[src/rtl/ibus_line_buffer.sv]
// Single-line fetch buffer: turns ibus misses into CBus INCR line fills.
// Optional early restart during a fill: IBUF_EARLY_RESTART_EN.
package ibus_pkg;

  typedef struct packed {
    logic        valid;
    logic [63:0] addr;
  } ibus_req_t;

  typedef struct packed {
    logic        addr_ok;
    logic        data_ok;
    logic [31:0] data;
  } ibus_resp_t;

  typedef enum logic [1:0] {
    BURST_FIXED = 2'd0,
    BURST_INCR  = 2'd1,
    BURST_WRAP  = 2'd2
  } cbus_burst_t;

  typedef enum logic [2:0] {
    SIZE_1 = 3'd0,
    SIZE_2 = 3'd1,
    SIZE_4 = 3'd2,
    SIZE_8 = 3'd3
  } cbus_size_t;

  typedef struct packed {
    logic        valid;
    logic        is_write;
    cbus_size_t  size;
    logic [63:0] addr;
    logic [7:0]  strobe;
    logic [63:0] data;
    logic [3:0]  len;
    cbus_burst_t burst;
  } cbus_req_t;

  typedef struct packed {
    logic        ready;
    logic        last;
    logic [63:0] data;
  } cbus_resp_t;

endpackage

module ibus_line_buffer
  import ibus_pkg::*;
#(
  parameter int LINE_WORDS = 4
) (
  input  logic       clk,
  input  logic       reset,
  input  ibus_req_t  ireq,
  output ibus_resp_t iresp,
  output cbus_req_t  oreq,
  input  cbus_resp_t oresp,
  input  logic       flush,
  output logic       busy
);

  localparam int OFS_BITS = $clog2(8 * LINE_WORDS);
  localparam int IDX_BITS = $clog2(LINE_WORDS);
  localparam int TAG_BITS = 64 - OFS_BITS;

  typedef enum logic [1:0] {
    IDLE,
    FILL,
    DRAIN
  } state_t;

  state_t              state;
  logic                line_valid;
  logic                discard;
  logic [TAG_BITS-1:0] line_tag;
  logic [IDX_BITS-1:0] cnt;
  logic [63:0]         data_q [LINE_WORDS];

  logic [TAG_BITS-1:0] req_tag;
  logic [IDX_BITS-1:0] req_idx;
  logic                tag_eq;
  logic                hit;
  logic                miss;
  logic                cnt_full;
  logic                unused_addr_bits;

  assign req_tag  = ireq.addr[63:OFS_BITS];
  assign req_idx  = ireq.addr[OFS_BITS-1:3];
  assign tag_eq   = (req_tag == line_tag);
  assign cnt_full = (cnt == IDX_BITS'(LINE_WORDS - 1));

  assign unused_addr_bits = ^ireq.addr[1:0];

  assign hit = ireq.valid & line_valid & tag_eq
             & (state == IDLE) & ~flush;

  assign miss = ireq.valid & ~flush & (state == IDLE)
              & ~(line_valid & tag_eq);

`ifdef IBUF_EARLY_RESTART_EN
  logic er_ok;
  logic er_live;
  logic er_held;

  // A same-cycle flush also blocks the response: the line is going stale.
  assign er_ok = (state == FILL) & ireq.valid & tag_eq
               & ~discard & ~flush;

  assign er_live = er_ok & oresp.ready & (req_idx == cnt);
  assign er_held = er_ok & (req_idx < cnt);
`endif

  logic [63:0] src;
  logic        serve;

  always_comb begin
    iresp = '0;
    src   = data_q[req_idx];
    serve = hit;
`ifdef IBUF_EARLY_RESTART_EN
    if (er_live) begin
      serve = 1'b1;
      src   = oresp.data;
    end else if (er_held) begin
      serve = 1'b1;
    end
`endif
    if (serve) begin
      iresp.addr_ok = 1'b1;
      iresp.data_ok = 1'b1;
      iresp.data    = ireq.addr[2] ? src[63:32] : src[31:0];
    end
  end

  // oreq is a pure function of registered state, so it is stable per burst.
  always_comb begin
    oreq = '0;
    if (state == FILL) begin
      oreq.valid    = 1'b1;
      oreq.is_write = 1'b0;
      oreq.size     = SIZE_8;
      oreq.addr     = {line_tag, {OFS_BITS{1'b0}}};
      oreq.strobe   = '0;
      oreq.len      = 4'(LINE_WORDS - 1);
      oreq.burst    = BURST_INCR;
    end
  end

  assign busy = (state != IDLE);

  always_ff @(posedge clk) begin
    if (reset) begin
      state      <= IDLE;
      line_valid <= 1'b0;
      discard    <= 1'b0;
      cnt        <= '0;
    end else begin
      unique case (state)
        IDLE: begin
          if (flush) begin
            line_valid <= 1'b0;
          end else if (miss) begin
            line_tag   <= req_tag;
            cnt        <= '0;
            line_valid <= 1'b0;
            state      <= FILL;
          end
        end
        FILL: begin
          if (flush) discard <= 1'b1;
          if (oresp.ready) begin
            cnt <= cnt + IDX_BITS'(1);
            if (oresp.last) begin
              discard <= 1'b0;
              if (cnt_full) begin
                line_valid <= ~discard & ~flush;
                state      <= IDLE;
              end else begin
                line_valid <= 1'b0;
                state      <= DRAIN;
              end
            end
          end
        end
        DRAIN: begin
          line_valid <= 1'b0;
          state      <= IDLE;
        end
        default: state <= IDLE;
      endcase
    end
  end

  always_ff @(posedge clk) begin
    if (state == FILL && oresp.ready) begin
      data_q[cnt] <= oresp.data;
    end
  end

endmodule
[config.mk]
export PLATFORM = sky130hd
export DESIGN_NAME = ibus_line_buffer
export DESIGN_NICKNAME = d
export VERILOG_FILES = /design/src/rtl/ibus_line_buffer.sv
export SDC_FILE = /design/constraint.sdc
export NUM_CORES = 1
export LEC_CHECK = 0
export BUFFER_PORTS_ARGS = -buffer_cell sky130_fd_sc_hd__buf_2
export CORE_MARGIN = 2
export CORE_UTILIZATION = 35
export CTS_CLUSTER_SIZE = 16
export DETAILED_ROUTE_END_ITERATION = 8
export SLEW_MARGIN = 20
export SYNTH_ARGS = -nofsm -noshare
export SYNTH_HDL_FRONTEND = slang
export SYNTH_SLANG_ARGS = --single-unit
[constraint.sdc]
create_clock -name clk -period 5.21 [get_ports clk]
set_input_delay 0.521 -clock clk [delete_from_list [all_inputs] [get_ports clk]]
set_output_delay 0.521 -clock clk [all_outputs]
set_load 0.02 [all_outputs]
Yosys cells after proc, flatten, opt, wreduce, memory -nomap -nowiden
Memory sizes are Yosys's and may differ from the RTL's.
Index checks and enable logic that the tools add are counted.
{"block": "word_totals", "register_bits": 65, "latch_bits": 0, "mem_bits_rw": 256, "mem_bits_ro": 0, "word_cells": 63, "mem_count": 1}
{"block": "op_classes", "add_sub_neg": 1, "mul": 0, "div_mod_pow": 0, "magnitude_cmp": 0, "eq_ne": 9, "n_shift": 0, "mux": 25, "n_bitwise": 13, "n_reduce_logical": 9}
{"name": "data_q", "depth": 4, "width": 64, "rd": 1, "rd_clocked_by_memory_dff": 0, "write_ports": 1, "line": "78", "text": "logic [63:0] data_q [LINE_WORDS];"}
{"cell": "77-bit 2-to-1 mux", "count": 1}
{"cell": "59-bit == test", "count": 1}
{"cell": "34-bit 2-to-1 mux", "count": 1}
{"cell": "32-bit 2-to-1 mux", "count": 1}
{"cell": "2-bit 2-to-1 mux", "count": 8}
{"cell": "4-bit AND reduction", "count": 4}
{"cell": "1-bit 2-to-1 mux", "count": 10}
{"cell": "1-bit AND", "count": 9}
{"cell": "2-bit != test, second input constant", "count": 4}
{"cell": "2-bit one-hot mux with 2 select lines", "count": 2}
{"cell": "2-bit == test, second input constant", "count": 2}
{"cell": "4-bit 2-to-1 mux", "count": 1}
{"cell": "1-bit inverter", "count": 4}
{"cell": "2-bit nonzero test", "count": 2}
{"cell": "3-bit != test, second input constant", "count": 1}
{"cell": "1-bit one-hot mux with 3 select lines", "count": 1}
{"cell": "3-bit nonzero test", "count": 1}
{"cell": "2-bit by 1-bit adder with 2-bit output, second input constant", "count": 1}
{"cell": "2-bit by 1-bit == test with 1-bit output, second input constant", "count": 1}
{"cell": "2-bit zero test", "count": 1}
{"cell": "1-bit logical AND", "count": 1}

Depth between registers and ports, before layout
{"block": "depth", "depth_word": 7, "mapped_depth": 8, "ltp_nobuf": 6}

Worst setup path after synthesis
OpenSTA, ideal clock, no wires.
{"block": "synth_path", "kind": "input-to-reg", "start": "in ireq[40] (netlist bit)", "end": "reg line_tag[0], enable pin", "setup_ps": 484, "arrival_ps": 3920, "setup_slack_ps": 806, "stages": 6, "cell_sequence": "inv_1 > o2111ai_1 > a2111oi_0 > and4_1 > a21oi_1 > nor2b_1"}
{"block": "synth_between", "elab_chain_len": 5}
{"element": "start, declared", "line": "55", "text": "input ibus_req_t ireq,"}
{"element": "59-bit == test", "line": "90", "text": "assign tag_eq = (req_tag == line_tag);"}
{"element": "1-bit AND", "line": "99", "text": "& ~(line_valid & tag_eq);"}
{"element": "1-bit inverter", "line": "99"}
{"element": "1-bit AND", "line": "99"}
{"element": "4-bit AND reduction (no source line)"}
{"element": "end signal, assigned", "line": "164", "text": "line_tag <= req_tag;"}
{"element": "end, declared", "line": "76", "text": "logic [TAG_BITS-1:0] line_tag;"}
Every way passes these cells.
A chain may end at the register's enable or synchronous reset.

==> run_results.csv <==
group,metric,value,unit
worst_setup_path,cp-end-kind,"output pin",
clock_network,cts_tree,"built",
cells_and_area,fin_nets,1146,
timing,finalMaxSlewViolations,0,
timing,rsz0062_at_grt,"no",
detailed_routing,drtPass1Iterations,4,
grt,antenna_found_initial,10,
clock_network,cts_resized,0,
placed_design,numPortBuffers,231,
grt,grt_pass1_wl,43.3,mm
die,die_h,202,µm
worst_setup_path,crit_path_start,"line_tag[47]$_DFFE_PP_",
clock_network,ctsHoldBuffers,0,
placed_design,dp_slack,1.77,ns
timing,min_period,3.78,ns
detailed_routing,num_vias,7081,
synthesis,netlist_top_cells_area,"edfxtp_1, mux4_2, buf_4, and2_1, mux2i_1",
clock_network,clockRootBuffer,"clkbuf_16",
worst_setup_path,arrival,3.26,ns
worst_setup_path,worstSetupStartpointType,"flip-flop",
synthesis,synthFlopType,"edfxtp_1",
die,die_w,202,µm
clock_network,cts.htree.levels,2,
timing,tightest_slew,0.976,ns
synthesis,ys_seq_area_frac,0.700,
timing,setup_viol,0,
detailed_routing,postRouteWirelength,28.6,mm
detailed_routing,routedWlPerCell,18.4,µm
worst_setup_path,cp_max_fo,33,
timing,fin_tns_setup,0,ns
synthesis,synth.largest_area_cell,"edfxtp_1",
power,p_leak,6.10,nW
synthesis,yosysWarnings,0,
synthesis,synth_seq_cells,321,
synthesis,synth_top_cell_area_share,0.692,
clock_network,ctsLongestPathBuffers,3,
placed_design,dpl.hpwl,18.3,mm
synthesis,yosysMostFrequentCell,"edfxtp_1",
clock_network,path_clk_slew,0.06,ns
timing,max_freq,264,MHz
synthesis,synth_edf_count,315,
synthesis,synth_cell_types,47,
die,dieArea,40700,µm²
detailed_routing,drt_iter0_markers,403,
cells_and_area,drive_above_1_share,0.362,
die,coreArea,38600,µm²
timing,hold_viol,0,
synthesis,syn_area,13700,µm²
clock_network,post_cts_buffers,0,
cells_and_area,fillers,3499,
cells_and_area,area_delta_synth_final,18.9,%
timing,clock_skew,0.0191,ns
synthesis,synth_cells,763,
detailed_routing,final_antenna_net_count,0,
grt,grt_usage,0.141,
timing,period_share,0.726,
grt,first_global_vias,7197,
timing,relSlewSlack,0.350,
power,ir_drop,0.000341,V
clock_network,numClockSinks,321,
die,ioPinCount,316,
run,max_cap_viol_count,0,
die,num_rows,72,
timing,whs,0.186,ns
synthesis,synthTopCellsByCount,"edfxtp_1, buf_4, mux4_2, and2_1, nor2_1",
die,start_util,0.354,
detailed_routing,route.detailed.drc,0,
placed_design,gp_congestion,0.783,
worst_setup_path,crit_type,"flip-flop to output pin",
hold_path,min-delay-start,"ireq[26]",
hold_path,min_path_type,"input port to flip-flop",
power,pwr_density_cell,350,nW/µm²
synthesis,avgSynthCellArea,17.9,µm²
run_status,status,"finished, final reports clean",
detailed_routing,vias_per_cell,4.55,
grt,grt_overflow,0,
timing,finalWorstSetupSlack,1.43,ns
worst_setup_path,r2r-start,"line_tag[47]$_DFFE_PP_",
grt,grt_max_degree,72,
synthesis,synthArstFlopShare,0,
worst_setup_path,crit_required,4.69,ns
clock_network,clk_latency,0.54,ns
clock_network,cts_buffers,37,
## registers in the layout, summed over array words and instances, names as in the netlist
name	cells
line_tag	59
state	2
cnt	2
data_q	256
discard	1
line_valid	1
## critical path, stage by stage, from the launching register on
cell	delay [ns]
edfxtp_1	0.40
nor2b_1	0.15
a2111oi_0	0.68
nand4_1	0.27
nor3_4	0.25
nand3b_4	0.47
nor2_1	0.30
buf_2	0.20
## layout make-up
type,count,area [µm²],share of cell area
Inverter,16,60.1,0.00369
Multi-Input combinational cell,390,3570,0.220
Sequential cell,321,9580,0.589
Timing Repair Buffer,242,1250,0.0771
Tap cell,518,648,0.0398
Antenna cell,3,7.51,0.000461
Clock inverter,16,134,0.00823
Clock buffer,49,1010,0.0622
## cell families after synthesis
group,count (synthesis),share of synthesized area
DFF,321,0.700
and+or+nand+nor,146,0.0627
buffers and inverters,133,0.0632
muxes,97,0.130
xor gates and xnor gates,41,0.0263
AOI/OAI and AO/OA,20,0.0141
adders and majority gates,4,0.00366
other,1,0.000274
## metrics by stage
| step | util | instances | power, W | cell area [µm²] |
|---|---|---|---|---|
| CTS | 0.421 | 1552 | 0.00577 | 16300 |
| finish | 0.421 | 1555 | 0.00569 | 16300 |
| detailed placement | 0.391 | 1487 | 0.00333 | 15100 |
| global route | 0.421 | 1554 | 0.00588 | 16300 |
| floorplan | - | 844 | 0.00323 | 14000 |
| global placement | 0.391 | 1486 | 0.00332 | 15100 |
## power breakdown
| part | internal, W | leakage [nW] | switching (W) |
|---|---|---|---|
| logic | 0.000148 | 2.64 | 0.000237 |
| clock network | 0.00143 | 0.563 | 0.000993 |
| registers | 0.00287 | 2.90 | 0.0000123 |
| total | 0.00445 | 6.10 | 0.00124 |
## layer usage
metal | share of wire | global-route usage
met1 | 0.42 | 0.178
met2 | 0.49 | 0.234
met3 | 0.065 | 0.0407
met4 | 0.020 | 0.0454
met5 | 0.0023 | 0
## path summary, 6_finish.rpt
path | end | slack [ns] | depth (start not counted)
max | iresp[2] | 1.43 | 7
min | line_tag[21]$_DFFE_PP_ | 0.19 | 1
max reg2reg | line_tag[38]$_DFFE_PP_ | 2.50 | 7
min reg2reg | discard$_SDFFE_PP0P_ | 0.51 | 2
## layout by cell type (no fill, tap or decap), types with 6 or more instances in the layout
cell       netlist  layout
buf_2            7     230
inv_1           13      13
xnor2_1         21      21
buf_4           89      11
and2_1          59      59
xor2_1          20      20
conb_1           1      82
nor2_1          36      36
nor2b_1         15      13
clkbuf_16        0      38
edfxtp_1       315     315
clkbuf_1        14       9
nand4_1          8       8
mux2i_1         33      33
dfxtp_1          6       6
mux4_2          64      64
clkinv_2         0       9
No activity file was read; power rests on OpenSTA's default activity.
